==> src/rtl/dds_serial_port_pkg.sv <==
// Shared definitions for the DDS serial port and its controller.
//   - FSM state encoding (3-bit)
//   - instruction byte layout (READ_BIT, INSTR_BITS)
//   - DDS register addresses used by the controller
//   - helper for sizing the frame bit counter
package dds_serial_port_pkg;

    typedef enum logic [2:0] {
        ST_IDLE   = 3'd0,
        ST_SETUP  = 3'd1,
        ST_INSTR  = 3'd2,
        ST_DATA   = 3'd3,
        ST_HOLD   = 3'd4,
        ST_UPDATE = 3'd5,
        ST_DONE   = 3'd6
    } state_t;

    localparam int READ_BIT   = 7;
    localparam int INSTR_BITS = 8;

    localparam logic [4:0] REG_CFR1     = 5'h00;
    localparam logic [4:0] REG_CFR2     = 5'h01;
    localparam logic [4:0] REG_CFR3     = 5'h02;
    localparam logic [4:0] REG_FTW      = 5'h07;
    localparam logic [4:0] REG_POW      = 5'h08;
    localparam logic [4:0] REG_ASF      = 5'h09;
    localparam logic [4:0] REG_PROFILE0 = 5'h0E;

    // Bit counter must hold 0..INSTR_BITS+data_bits; never narrower than 6 bits.
    function automatic int bit_cnt_width(input int data_bits);
        int w;
        w = $clog2(INSTR_BITS + data_bits + 1);
        return (w < 6) ? 6 : w;
    endfunction

endpackage

==> src/rtl/dds_serial_port_spi_tick_gen.sv <==
// SCLK half-period timer for the DDS serial port.
//   clk, rst     : system clock, synchronous active-high reset
//   i_en         : count while the frame is active (csb low, SETUP..HOLD)
//   i_run        : high during INSTR/DATA, where sclk actually toggles
//   o_fall_tick  : last cycle of a low-only half (SETUP/HOLD) or of a high
//                  half; the next cycle starts a new bit with sclk low
//   o_rise_tick  : last cycle of a bit's low half; sclk rises on this edge
//   o_phase      : registered sclk level
module spi_tick_gen #(
    parameter int CLK_DIV = 2
) (
    input  logic clk,
    input  logic rst,
    input  logic i_en,
    input  logic i_run,
    output logic o_fall_tick,
    output logic o_rise_tick,
    output logic o_phase
);

    localparam int CW = (CLK_DIV > 1) ? $clog2(CLK_DIV) : 1;
    localparam logic [CW-1:0] RELOAD = CW'(CLK_DIV - 1);

    logic [CW-1:0] r_cnt;
    logic          r_phase;
    logic          w_half_end;

    assign w_half_end  = i_en && (r_cnt == '0);
    assign o_rise_tick = w_half_end && i_run && !r_phase;
    // Outside INSTR/DATA a half period is always a low one, so it ends like a bit.
    assign o_fall_tick = w_half_end && (r_phase || !i_run);
    assign o_phase     = r_phase;

    always_ff @(posedge clk) begin
        if (rst) begin
            r_cnt   <= RELOAD;
            r_phase <= 1'b0;
        end else if (!i_en) begin
            r_cnt   <= RELOAD;
            r_phase <= 1'b0;
        end else if (w_half_end) begin
            r_cnt   <= RELOAD;
            r_phase <= i_run ? ~r_phase : 1'b0;
        end else begin
            r_cnt   <= r_cnt - CW'(1);
        end
    end

endmodule

==> src/rtl/dds_serial_port.sv <==
// DDS 3-wire serial port responder.
// Takes one register transaction at a time from the controller and shifts an
// 8-bit instruction plus DATA_BITS data bits MSB first over CSB/SCLK/SDIO.
// Writes finish with an IO_UPDATE pulse; reads return captured data on wr_out.
//   clk, rst          : system clock, synchronous active-high reset
//   wr_start          : request strobe, only looked at in IDLE
//   wr_addr, wr_data  : instruction byte (bit7=read) and write data
//   wr_done           : one-cycle completion pulse
//   wr_out            : last read data, held until the next read completes
//   busy              : accept through wr_done inclusive
//   csb, sclk         : serial chip select (active low) and clock
//   sdio_o, sdio_oe   : serial data out and its enable (tristate built above)
//   sdio_i            : serial data in
//   io_update         : DDS IO_UPDATE strobe
//
// state  | meaning
// IDLE   | waiting for wr_start, csb high
// SETUP  | csb low, first instruction bit on SDIO, sclk low for CLK_DIV
// INSTR  | shifting the 8 instruction bits
// DATA   | shifting (write) or capturing (read) the data bits
// HOLD   | sclk low for CLK_DIV, then csb released
// UPDATE | IO_UPDATE high for UPD_CYCLES (writes only)
// DONE   | wr_done pulse, back to IDLE
module dds_serial_port
    import dds_serial_port_pkg::*;
#(
    parameter int CLK_DIV    = 2,
    parameter int DATA_BITS  = 32,
    parameter int UPD_CYCLES = 4
) (
    input  logic                 clk,
    input  logic                 rst,
    input  logic                 wr_start,
    input  logic [7:0]           wr_addr,
    input  logic [DATA_BITS-1:0] wr_data,
    output logic                 wr_done,
    output logic [DATA_BITS-1:0] wr_out,
    output logic                 busy,
    output logic                 csb,
    output logic                 sclk,
    output logic                 sdio_o,
    output logic                 sdio_oe,
    input  logic                 sdio_i,
    output logic                 io_update
);

    localparam int FRAME_BITS = INSTR_BITS + DATA_BITS;
    localparam int BCW        = bit_cnt_width(DATA_BITS);
    localparam int UCW        = (UPD_CYCLES > 1) ? $clog2(UPD_CYCLES) : 1;

    localparam logic [BCW-1:0] LAST_BIT   = BCW'(FRAME_BITS - 1);
    localparam logic [BCW-1:0] LAST_INSTR = BCW'(INSTR_BITS - 1);

    state_t                  r_state;
    logic [FRAME_BITS-1:0]   r_tx;
    logic [DATA_BITS-1:0]    r_rx;
    logic                    r_is_read;
    logic [BCW-1:0]          r_bit_cnt;
    logic [UCW-1:0]          r_upd_cnt;
    logic                    r_csb;
    logic                    r_sdio_o;
    logic                    r_sdio_oe;
    logic                    r_busy;
    logic                    r_wr_done;
    logic [DATA_BITS-1:0]    r_wr_out;
    logic                    r_io_update;

    logic w_en;
    logic w_run;
    logic w_fall_tick;
    logic w_rise_tick;
    logic w_phase;

    assign w_en  = !r_csb && (r_state == ST_SETUP || r_state == ST_INSTR ||
                              r_state == ST_DATA  || r_state == ST_HOLD);
    assign w_run = (r_state == ST_INSTR) || (r_state == ST_DATA);

    spi_tick_gen #(
        .CLK_DIV (CLK_DIV)
    ) u_tick (
        .clk         (clk),
        .rst         (rst),
        .i_en        (w_en),
        .i_run       (w_run),
        .o_fall_tick (w_fall_tick),
        .o_rise_tick (w_rise_tick),
        .o_phase     (w_phase)
    );

    always_ff @(posedge clk) begin
        if (rst) begin
            r_state     <= ST_IDLE;
            r_tx        <= '0;
            r_rx        <= '0;
            r_is_read   <= 1'b0;
            r_bit_cnt   <= '0;
            r_upd_cnt   <= '0;
            r_csb       <= 1'b1;
            r_sdio_o    <= 1'b0;
            r_sdio_oe   <= 1'b0;
            r_busy      <= 1'b0;
            r_wr_done   <= 1'b0;
            r_wr_out    <= '0;
            r_io_update <= 1'b0;
        end else begin
            r_wr_done <= 1'b0;
            case (r_state)
                ST_IDLE: begin
                    if (wr_start) begin
                        // Bit 7 goes straight to SDIO; r_tx holds the rest, next bit at the MSB.
                        r_tx      <= {wr_addr[6:0], wr_data, 1'b0};
                        r_sdio_o  <= wr_addr[READ_BIT];
                        r_is_read <= wr_addr[READ_BIT];
                        r_bit_cnt <= '0;
                        r_busy    <= 1'b1;
                        r_csb     <= 1'b0;
                        r_sdio_oe <= 1'b1;
                        r_state   <= ST_SETUP;
                    end
                end
                ST_SETUP: begin
                    if (w_fall_tick) begin
                        r_state <= ST_INSTR;
                    end
                end
                ST_INSTR, ST_DATA: begin
                    if (w_rise_tick && r_state == ST_DATA && r_is_read) begin
                        r_rx <= {r_rx[DATA_BITS-2:0], sdio_i};
                    end
                    if (w_fall_tick) begin
                        if (r_bit_cnt == LAST_BIT) begin
                            r_state <= ST_HOLD;
                        end else begin
                            r_bit_cnt <= r_bit_cnt + BCW'(1);
                            r_tx      <= {r_tx[FRAME_BITS-2:0], 1'b0};
                            if (r_bit_cnt == LAST_INSTR) begin
                                r_state <= ST_DATA;
                                if (r_is_read) begin
                                    r_sdio_oe <= 1'b0;
                                end
                            end
                            // Bit being started is r_bit_cnt+1; read data bits are not driven.
                            r_sdio_o <= (r_is_read && r_bit_cnt >= LAST_INSTR) ? 1'b0
                                                                                : r_tx[FRAME_BITS-1];
                        end
                    end
                end
                ST_HOLD: begin
                    if (w_fall_tick) begin
                        r_csb     <= 1'b1;
                        r_sdio_oe <= 1'b0;
                        r_sdio_o  <= 1'b0;
                        if (r_is_read) begin
                            r_wr_out  <= r_rx;
                            r_wr_done <= 1'b1;
                            r_state   <= ST_DONE;
                        end else begin
                            r_io_update <= 1'b1;
                            r_upd_cnt   <= UCW'(UPD_CYCLES - 1);
                            r_state     <= ST_UPDATE;
                        end
                    end
                end
                ST_UPDATE: begin
                    if (r_upd_cnt == '0) begin
                        r_io_update <= 1'b0;
                        r_wr_done   <= 1'b1;
                        r_state     <= ST_DONE;
                    end else begin
                        r_upd_cnt <= r_upd_cnt - UCW'(1);
                    end
                end
                ST_DONE: begin
                    r_busy  <= 1'b0;
                    r_state <= ST_IDLE;
                end
                default: begin
                    r_state <= ST_IDLE;
                end
            endcase
        end
    end

    assign wr_done   = r_wr_done;
    assign wr_out    = r_wr_out;
    assign busy      = r_busy;
    assign csb       = r_csb;
    assign sclk      = w_phase;
    assign sdio_o    = r_sdio_o;
    assign sdio_oe   = r_sdio_oe;
    assign io_update = r_io_update;

endmodule

==> config.mk <==
export PLATFORM = sky130hd
export DESIGN_NAME = dds_serial_port
export DESIGN_NICKNAME = d
export VERILOG_FILES = /design/src/rtl/dds_serial_port_pkg.sv /design/src/rtl/dds_serial_port_spi_tick_gen.sv /design/src/rtl/dds_serial_port.sv
export SDC_FILE = /design/constraint.sdc
export NUM_CORES = 1
export LEC_CHECK = 0
export CAP_MARGIN = 30
export CORE_ASPECT_RATIO = 1.2
export CORE_MARGIN = 8
export CORE_UTILIZATION = 49
export CTS_BUF_LIST = sky130_fd_sc_hd__clkbuf_4
export DETAILED_ROUTE_END_ITERATION = 8
export GPL_TIMING_DRIVEN = 0
export HOLD_SLACK_MARGIN = 0.08
export PLACE_DENSITY_LB_ADDON = 0.05
export SYNTH_ARGS = -nofsm -noshare
export SYNTH_HDL_FRONTEND = slang
export SYNTH_SLANG_ARGS = --single-unit
export TNS_END_PERCENT = 1
==> constraint.sdc <==
create_clock -name clk -period 2.05 [get_ports clk]
set_input_delay 0.205 -clock clk [delete_from_list [all_inputs] [get_ports clk]]
set_output_delay 0.205 -clock clk [all_outputs]
set_load 0.01 [all_outputs]
==> impl_metrics.csv, run 1 <==
group,metric,value,unit
yosys,synth_edf_count,0,
route,num_vias,4520,
yosys,yosysTopAreaCell,"dfxtp_1",
yosys,async_flop_share,0,%
global_routing,grt_usage,17.9,%
global_routing,grt_pass1_wl,20500,um
sta,slew_violations,0,
clocking,htree_levels,4,
floorplan,initial_core_util,49.8,%
sta,max_freq,515,MHz
floorplan,rows,41,
route,ant_nets,0,
clocking,path_clk_slew,0.10,ns
route,firstDrtPassIters,4,
global_routing,grt_max_degree,17,
global_routing,grt_pass1_vias,4500,
sta,fin_crit,1.94,ns
yosys,netlist_top_cells_area,"dfxtp_1, nand2_1, mux2i_1",
clocking,cts_buffer_depth,2,
sta,fin_skew,0.0152,ns
setup_path,worstPathArrival,2.31,ns
setup_path,rrSetupSlack,0.11,ns
power_and_ir_drop,leakage,2.36,nW
power_and_ir_drop,ir_worst_vdd,0.533,mV
sta,relSlewSlack,48.5,%
yosys,ys_types,49,
floorplan,die_h,129,um
route,via_per_inst,5.38,
yosys,synth_seq_cells,123,
setup_path,cp_max_fo,10,
floorplan,boundaryPins,83,
clocking,cts_num_sinks,123,
global_routing,grt_overflow_total,0,
floorplan,core,10400,um2
yosys,yosysMostFrequentCell,"nand2_1",
sta,tns,0,ns
place,gp_congestion,0.865,
place,postPlaceCellArea,6170,um2
setup_path,worstSetupPathType,"reg -> reg",
outcome,status,"finished clean",
final_layout,design_area,6460,um2
final_layout,antenna_cells,0,
sta,fin_crit_sh,94.8,%
yosys,avgSynthCellArea,8.69,um2
sta,tightestPinTransition,0.773,ns
job,maxCapViolations,0,
route,routed_wl,12300,um
yosys,syn_inst,597,
route,drt-initial-drc-count,222,
yosys,mappedNetlistNets,643,
power_and_ir_drop,p_per_area,923,nW/um2
floorplan,die_area,14100,um2
yosys,yosysWarnings,0,
route,drc,0,
final_layout,drive_gt1_share,11.5,%
clocking,clockRootBuffer,"clkbuf_4",
final_layout,num-fill-cells,967,
power_and_ir_drop,finalPower,5.96,mW
final_layout,area_delta_synth_final,24.5,%
clocking,numCtsBuffers,17,
place,io_buffers,82,
floorplan,die_w,110,um
sta,finalSetupViolations,0,
global_routing,antenna_found_initial,0,
min_path,hp-class,"in -> reg",
clocking,clk-insertion-delay-late,0.50,ns
yosys,yosys.area.top_type_share,47.5,%
setup_path,crit_path_start_kind,"register",
yosys,synth_commonest_cells,"nand2_1, dfxtp_1, a21oi_1, nor3_1, mux2i_1",
sta,fin_hold_ws,0.291,ns
setup_path,cp-end-kind,"register",
yosys,synth_area,5190,um2
yosys,synth_top_flop_cell,"dfxtp_1",
sta,finalHoldViolations,0,
setup_path,worst_ep_required_time,2.42,ns
clocking,hold_buffers,0,
clocking,cts_tree,"yes",
place,hpwl,9060,um
final_layout,final_nets,744,
sta,rsz0062_at_grt,"true",
yosys,seq_area_frac_synth,47.5,%
route,wire_per_inst,14.6,um
-- registers in the layout (all words and copies together), names as in the netlist --
signal	flops
sdio_o	1
r_is_read	1
csb	1
wr_done	1
busy	1
r_tx	39
r_rx	32
r_upd_cnt	2
r_bit_cnt	6
sdio_oe	1
io_update	1
r_state	3
u_tick.r_cnt	1
wr_out	32
u_tick.o_phase	1
-- per-layer routing --
metal  GRT usage, %  vias up  part of all wire (%)
li1               -     2301                     -
met1           20.3     2100                    42
met2           31.0      110                    52
met3           4.45        9                   5.3
met4           7.64        0                  0.75
met5              0        -                     0
-- worst max-delay path, cell delays in order, from the launching register on --
cell and delay (ns):
dfxtp_1 0.39, or2_2 0.35, or4_1 0.47, clkbuf_1 0.17, clkbuf_1 0.24, nand2_1 0.13, a21oi_1 0.07
-- cell families after synthesis --
family | after synthesis | share of synthesized area (%)
buf+inv | 63 | 5.24
compound gates | 148 | 19.9
flops | 123 | 47.5
mux | 41 | 7.94
simple gates | 218 | 18.6
xor+xnor | 2 | 0.338
fa+ha+maj | 2 | 0.482
-- final timing paths --
check / startpoint / end / cells after the start
setup / recovery: csb / r_rx[28] / 6
hold / removal: wr_data[0] / r_tx[1] / 3
setup reg to reg: csb / r_rx[28] / 6
hold reg to reg: wr_out[12] / wr_out[12] / 2
-- repair_timing --
| item | 4_1_cts | 5_1_grt |
|---|---|---|
| setup endpoints to repair | 3 | 87 |
| gates cloned | 0 | 0 |
| setup buffers | 0 | 1 |
| gates resized for setup | 0 | 11 |
| pin swaps | 1 | 1 |
-- metrics by stage --
| step | setup WS [ns] | instances | util (%) |
|---|---|---|---|
| after detailed placement | -0.272 | 808 | 59.2 |
| final | 0.107 | 840 | 62.0 |
| after global placement | -0.258 | 808 | 59.2 |
| after floorplan | 0.306 | 597 | - |
| after global routing | -0.0231 | 840 | 62.0 |
| after CTS | 0.0206 | 840 | 61.4 |
-- cell type report --
| type | count | area, um2 | share of cell area (%) |
|---|---|---|---|
| flip-flops and latches | 123 | 2460 | 38.1 |
| multi-input cells | 411 | 2490 | 38.6 |
| clock buffers | 17 | 128 | 1.98 |
| well taps | 129 | 161 | 2.50 |
| repair buffers | 83 | 841 | 13.0 |
| clock inverters | 15 | 103 | 1.59 |
| inverters | 11 | 41.3 | 0.639 |
| plain buffers | 51 | 231 | 3.58 |
-- power breakdown --
group	total [mW]	switching [mW]	internal (mW)
sequential	2.84	0.178	2.66
clock	1.40	0.927	0.474
combinational	1.72	0.931	0.792
total	5.96	2.04	3.93
-- cell usage in the layout (no fill, tap or decap), types with 9 or more instances in the layout --
cell / count
mux2i_1: 40
a211oi_2: 19
a211oi_1: 21
nand2_1: 137
dfxtp_1: 122
clkbuf_1: 30
clkdlybuf4s50_1: 82
a21oi_1: 78
buf_2: 9
nor2_1: 12
inv_1: 11
clkbuf_4: 18
nor3_1: 42
(Power assumes the default switching activity.)
==> run 2, diff against run 1 <==
--- a/config.mk
+++ b/config.mk
@@ -9,7 +9,7 @@
 export CORE_ASPECT_RATIO = 1.2
 export CORE_MARGIN = 8
 export CORE_UTILIZATION = 49
-export CTS_BUF_LIST = sky130_fd_sc_hd__clkbuf_4
+export CTS_BUF_LIST = sky130_fd_sc_hd__clkbuf_8
 export DETAILED_ROUTE_END_ITERATION = 8
 export GPL_TIMING_DRIVEN = 0
 export HOLD_SLACK_MARGIN = 0.08
==> run 2 against run 1 <==
Non-clock buffer count is the same. Power grew 7.5%. Die area is the same. Critical path type unchanged. Highest routed layer unchanged.
==> impl_metrics.csv, run 2 (synthesis gave the netlist of run 1 again) <==
group,metric,value,unit
outcome,status,"finished clean",
global_routing,grt_pass1_wl,20600,um
floorplan,die_h,129,um
clocking,numCtsBuffers,17,
route,num_vias,4532,
sta,fin_crit,1.94,ns
setup_path,worstPathArrival,2.21,ns
setup_path,path_delay_family,"simple AND/OR/NAND/NOR gates",
power_and_ir_drop,p_seq_share,44.3,%
final_layout,layout_common_cells,"nand2_1, dfxtp_1, clkdlybuf4s50_1",
final_layout,num-fill-cells,940,
global_routing,grt_pass1_vias,4546,
global_routing,grt_usage,17.9,%
route,drt-initial-drc-count,213,
global_routing,grt_overflow_total,0,
power_and_ir_drop,p_sw_share,32.6,%
setup_path,path_buf_inv,2,
clocking,cts_num_sinks,123,
sta,relSlewSlack,47.4,%
sta,fin_hold_ws,0.389,ns
min_path,hp-class,"in -> reg",
power_and_ir_drop,ir_worst_vdd,0.577,mV
floorplan,rows,41,
sta,tightestPinTransition,0.789,ns
clocking,htree_levels,4,
clocking,cts_tree,"yes",
power_and_ir_drop,p_per_area,975,nW/um2
setup_path,rrSetupSlack,0.11,ns
clocking,clockRootBuffer,"clkbuf_8",
clocking,cts_buffer_depth,2,
global_routing,grt_max_degree,17,
power_and_ir_drop,finalPower,6.41,mW
setup_path,crit_top_cell,"clkbuf_1",
power_and_ir_drop,pwr-share-comb,26.9,%
route,drc,0,
setup_path,crit_chain,"or2_2 > or4_1 > clkbuf_1 > clkbuf_1 > nand2_1 > a21oi_1",
route,routed_wl,12400,um
place,io_buffers,82,
setup_path,crit_path_start_kind,"register",
route,met1Wirelength,5260,um
route,ant_nets,0,
sta,rsz0062_at_grt,"true",
sta,slew_violations,0,
setup_path,cp-end-kind,"register",
clocking,hold_buffers,0,
setup_path,cp_max_fo,10,
floorplan,initial_core_util,49.8,%
route,met3_length,563,um
final_layout,final_nets,744,
floorplan,boundaryPins,83,
floorplan,die_w,110,um
route,firstDrtPassIters,5,
power_and_ir_drop,power.internal,4.32,mW
global_routing,antenna_found_initial,0,
setup_path,max_stage_delay,0.47,ns
final_layout,stdcell_count,840,
place,gp_congestion,0.865,
sta,fin_skew,0.00901,ns
power_and_ir_drop,clkPwrFrac,28.8,%
job,maxCapViolations,0,
final_layout,largest_reg_flops,39,
place,placedCellCount,808,
floorplan,core,10400,um2
final_layout,area_delta_synth_final,26.8,%
sta,finalHoldViolations,0,
route,highest_layer,"met4",
route,wire_per_inst,14.7,um
final_layout,top_register,"r_tx",
power_and_ir_drop,power.switching,2.09,mW
sta,fin_crit_sh,94.7,%
clocking,clk-insertion-delay-late,0.41,ns
setup_path,worstSetupPathType,"reg -> reg",
final_layout,final_common_cell,"nand2_1",
clocking,path_clk_slew,0.07,ns
setup_path,worst_ep_required_time,2.32,ns
place,hpwl,9060,um
sta,finalSetupViolations,0,
route,via_per_inst,5.40,
setup_path,cp_slowest_cell,"or4_1",
power_and_ir_drop,leakage,2.41,nW
route,route.met2.wl,6470,um
floorplan,die_area,14100,um2
sta,max_freq,515,MHz
final_layout,drive_gt1_share,11.7,%
final_layout,antenna_cells,0,
-- run 2: cell types whose count changed in the layout (fill, tap and decap cells not counted) --
cell      change
clkbuf_4     -17
clkinv_1      -1
clkbuf_8     +18
-- run 2: path summary, 6_finish.rpt --
kind	startpoint	end	cells past startpoint
min reg2reg	wr_out[12]	wr_out[12]	2
max	csb	r_rx[28]	6
min	sdio_i	r_rx[0]	3
max reg2reg	csb	r_rx[28]	6
-- run 2: routing by layer --
layer / track usage, % / vias to the layer above
met3: 4.45 / 6
met5: 0 / -
met4: 6.61 / 0
met2: 31.4 / 94
met1: 20.3 / 2139
li1: - / 2293
-- run 2: area by class of cell --
cell class                      instances  area [um2]  share of cell area [%]
Inverter                               11        41.3                   0.628
Clock inverter                         14        98.8                    1.50
Clock buffer                           18         248                    3.77
Timing Repair Buffer                   83         841                    12.8
Sequential cell                       123        2460                    37.5
Multi-Input combinational cell        411        2490                    37.9
Buffer                                 51         231                    3.52
Tap cell                              129         161                    2.45
-- run 2: timing repair --
| action | 4_1_cts | 5_1_grt |
|---|---|---|
| setup buffers | 0 | 1 |
| gates resized for setup | 0 | 11 |
| pin swaps | 1 | 1 |
| endpoints found under the hold margin | 0 | 0 |
| endpoints found under the setup margin | 4 | 80 |
-- run 2: worst reg2reg max path, stage by stage, from the launching register on --
cell      delay, ns
dfxtp_1        0.38
or2_2          0.35
or4_1          0.47
clkbuf_1       0.17
clkbuf_1       0.24
nand2_1        0.13
a21oi_1        0.07
-- run 2: power groups by stage --
stage               combinational [mW]  clock [mW]  sequential [mW]
global route                      1.88        2.00             2.87
CTS                               1.72        1.89             2.83
detailed placement                1.72           0             2.88
finish                            1.72        1.84             2.84
floorplan                         1.31           0             2.84
global placement                  1.67           0             2.87
-- run 2: metrics by stage --
stage / utilization [%] / instance area, um2 / setup TNS, ns / setup WS [ns]
finish: 63.1 / 6580 / 0 / 0.109
global route: 63.1 / 6580 / -0.0329 / -0.0151
CTS: 62.6 / 6520 / 0 / 0.00392
detailed placement: 59.2 / 6170 / -16.46 / -0.272
global placement: 59.2 / 6170 / -14.86 / -0.258
floorplan: - / 5190 / 0 / 0.306
==> run 3, diff against run 2 <==
--- a/config.mk
+++ b/config.mk
@@ -5,10 +5,9 @@
 export SDC_FILE = /design/constraint.sdc
 export NUM_CORES = 1
 export LEC_CHECK = 0
-export CAP_MARGIN = 30
 export CORE_ASPECT_RATIO = 1.2
 export CORE_MARGIN = 8
-export CORE_UTILIZATION = 49
+export CORE_UTILIZATION = 30
 export CTS_BUF_LIST = sky130_fd_sc_hd__clkbuf_8
 export DETAILED_ROUTE_END_ITERATION = 8
 export GPL_TIMING_DRIVEN = 0
==> run 3 against run 2 <==
Via count decreased by 0.75%. Combinational power about the same. Global-route usage decreased by 4.8 points. First-iteration DRC count decreased by 10%.
==> impl_metrics.csv, run 3 (synthesis gave the netlist of run 1 again) <==
group,metric,value,unit
route,drc,0,
route,drt-initial-drc-count,191,
place,hpwl,10200,um
min_path,hp-class,"in -> reg",
clocking,cts_tree,"yes",
route,firstDrtPassIters,5,
global_routing,antenna_found_initial,0,
power_and_ir_drop,finalPower,6.86,mW
final_layout,final_nets,744,
sta,fin_skew,0.0121,ns
sta,slew_violations,0,
setup_path,crit_top_cell,"clkbuf_1",
final_layout,top_register,"r_tx",
clocking,cts_num_sinks,123,
final_layout,area_delta_synth_final,30.3,%
global_routing,grt_pass1_wl,22900,um
floorplan,die_w,136,um
route,via_per_inst,4.85,
setup_path,crit_path_start_kind,"register",
route,num_vias,4498,
place,gp_congestion,0.759,
power_and_ir_drop,p_per_area,1010,nW/um2
floorplan,initial_core_util,30.7,%
clocking,clockRootBuffer,"clkbuf_8",
setup_path,cp_slowest_cell,"or4_1",
route,ant_nets,0,
final_layout,design_area,6760,um2
route,met3_length,755,um
sta,finalHoldViolations,0,
route,routed_wl,13900,um
global_routing,grt_max_degree,17,
setup_path,cp-end-kind,"register",
sta,max_freq,504,MHz
clocking,numCtsBuffers,17,
setup_path,worst_ep_required_time,2.35,ns
place,postPlaceCellArea,6280,um2
route,wire_per_inst,15.0,um
global_routing,grt_pass1_vias,4628,
sta,relSlewSlack,50.7,%
place,io_buffers,82,
setup_path,worstPathArrival,2.28,ns
final_layout,stdcell_count,927,
floorplan,die_area,21800,um2
final_layout,largest_reg_flops,39,
outcome,status,"finished clean",
place,placedCellCount,895,
sta,fin_crit_sh,96.8,%
floorplan,boundaryPins,83,
route,met1Wirelength,6030,um
route,route.met2.wl,6920,um
sta,finalSetupViolations,0,
floorplan,rows,52,
route,highest_layer,"met4",
sta,fin_hold_ws,0.346,ns
final_layout,final_common_cell,"nand2_1",
power_and_ir_drop,ir_worst_vdd,0.376,mV
setup_path,worstSetupPathType,"reg -> reg",
sta,tightestPinTransition,0.740,ns
clocking,htree_levels,4,
power_and_ir_drop,leakage,2.46,nW
clocking,clk-insertion-delay-late,0.45,ns
floorplan,core,16900,um2
sta,rsz0062_at_grt,"true",
clocking,path_clk_slew,0.07,ns
global_routing,grt_usage,13.1,%
final_layout,layout_common_cells,"nand2_1, dfxtp_1, clkdlybuf4s50_1",
final_layout,drive_gt1_share,12.0,%
sta,fin_crit,1.98,ns
global_routing,grt_overflow_total,0,
setup_path,cp_max_fo,10,
clocking,hold_buffers,0,
setup_path,crit_chain,"or2_2 > or4_1 > clkbuf_1 > clkbuf_1 > nand2_1 > a21oi_1",
final_layout,antenna_cells,0,
setup_path,max_stage_delay,0.47,ns
clocking,cts_buffer_depth,2,
job,maxCapViolations,0,
final_layout,final_util,40.0,%
floorplan,die_h,160,um
## run 3: cell count changes in the layout (fill, tap and decap cells not counted), sizes merged
| cell | delta |
|---|---|
| inv | +1 |
| clkbuf | +2 |
| bufinv | +3 |
| clkinv | -6 |
## run 3: layout make-up
class | instances | area (um2)
clock buffer | 20 | 275
multi-input combinational | 411 | 2480
fill | 1791 | 10200
timing repair buffer | 83 | 841
inverter | 11 | 41.3
tap | 216 | 270
buffer | 51 | 240
sequential | 123 | 2460
clock inverter | 12 | 146
## run 3: stage by stage
step           setup WS, ns  setup TNS [ns]
6_report             0.0652               0
5_1_grt             -0.0506          -0.770
4_1_cts             0.00551               0
3_5_place_dp         -0.441          -29.52
3_3_place_gp         -0.491          -32.02
2_1_floorplan         0.306               0
## run 3: path summary, 6_finish.rpt
kind | from | end | slack, ns | cells past startpoint
setup / recovery | csb | r_rx[31] | 0.07 | 6
hold / removal | wr_data[0] | r_tx[1] | 0.35 | 3
setup reg to reg | csb | r_rx[31] | 0.07 | 6
hold reg to reg | u_tick.r_cnt | u_tick.r_cnt | 0.45 | 1
## run 3: report_power, final
group	internal [mW]	switching, mW	total, mW
sequential	2.66	0.181	2.84
combinational	0.797	0.935	1.73
clock	1.29	0.991	2.28
total	4.75	2.11	6.86
## run 3: layer usage
metal / up-vias / global-route usage (%)
li1: 2282 / -
met1: 2103 / 14.9
met2: 97 / 22.4
met3: 16 / 3.83
met4: 0 / 5.15
met5: - / 0
## run 3: timing repair
| item | 4_1_cts | 5_1_grt |
|---|---|---|
| pin swaps | 1 | 1 |
| setup buffers | 0 | 1 |
| gates resized for setup | 0 | 22 |
| endpoints found under the setup margin | 1 | 108 |
## run 3: worst max-delay path, delay by kind of cell, from the launching register on
family	cells	cell delay, ns
and+or+nand+nor	3	0.95
buffers and inverters	2	0.42
DFF	1	0.38
AOI/OAI and AO/OA	1	0.07
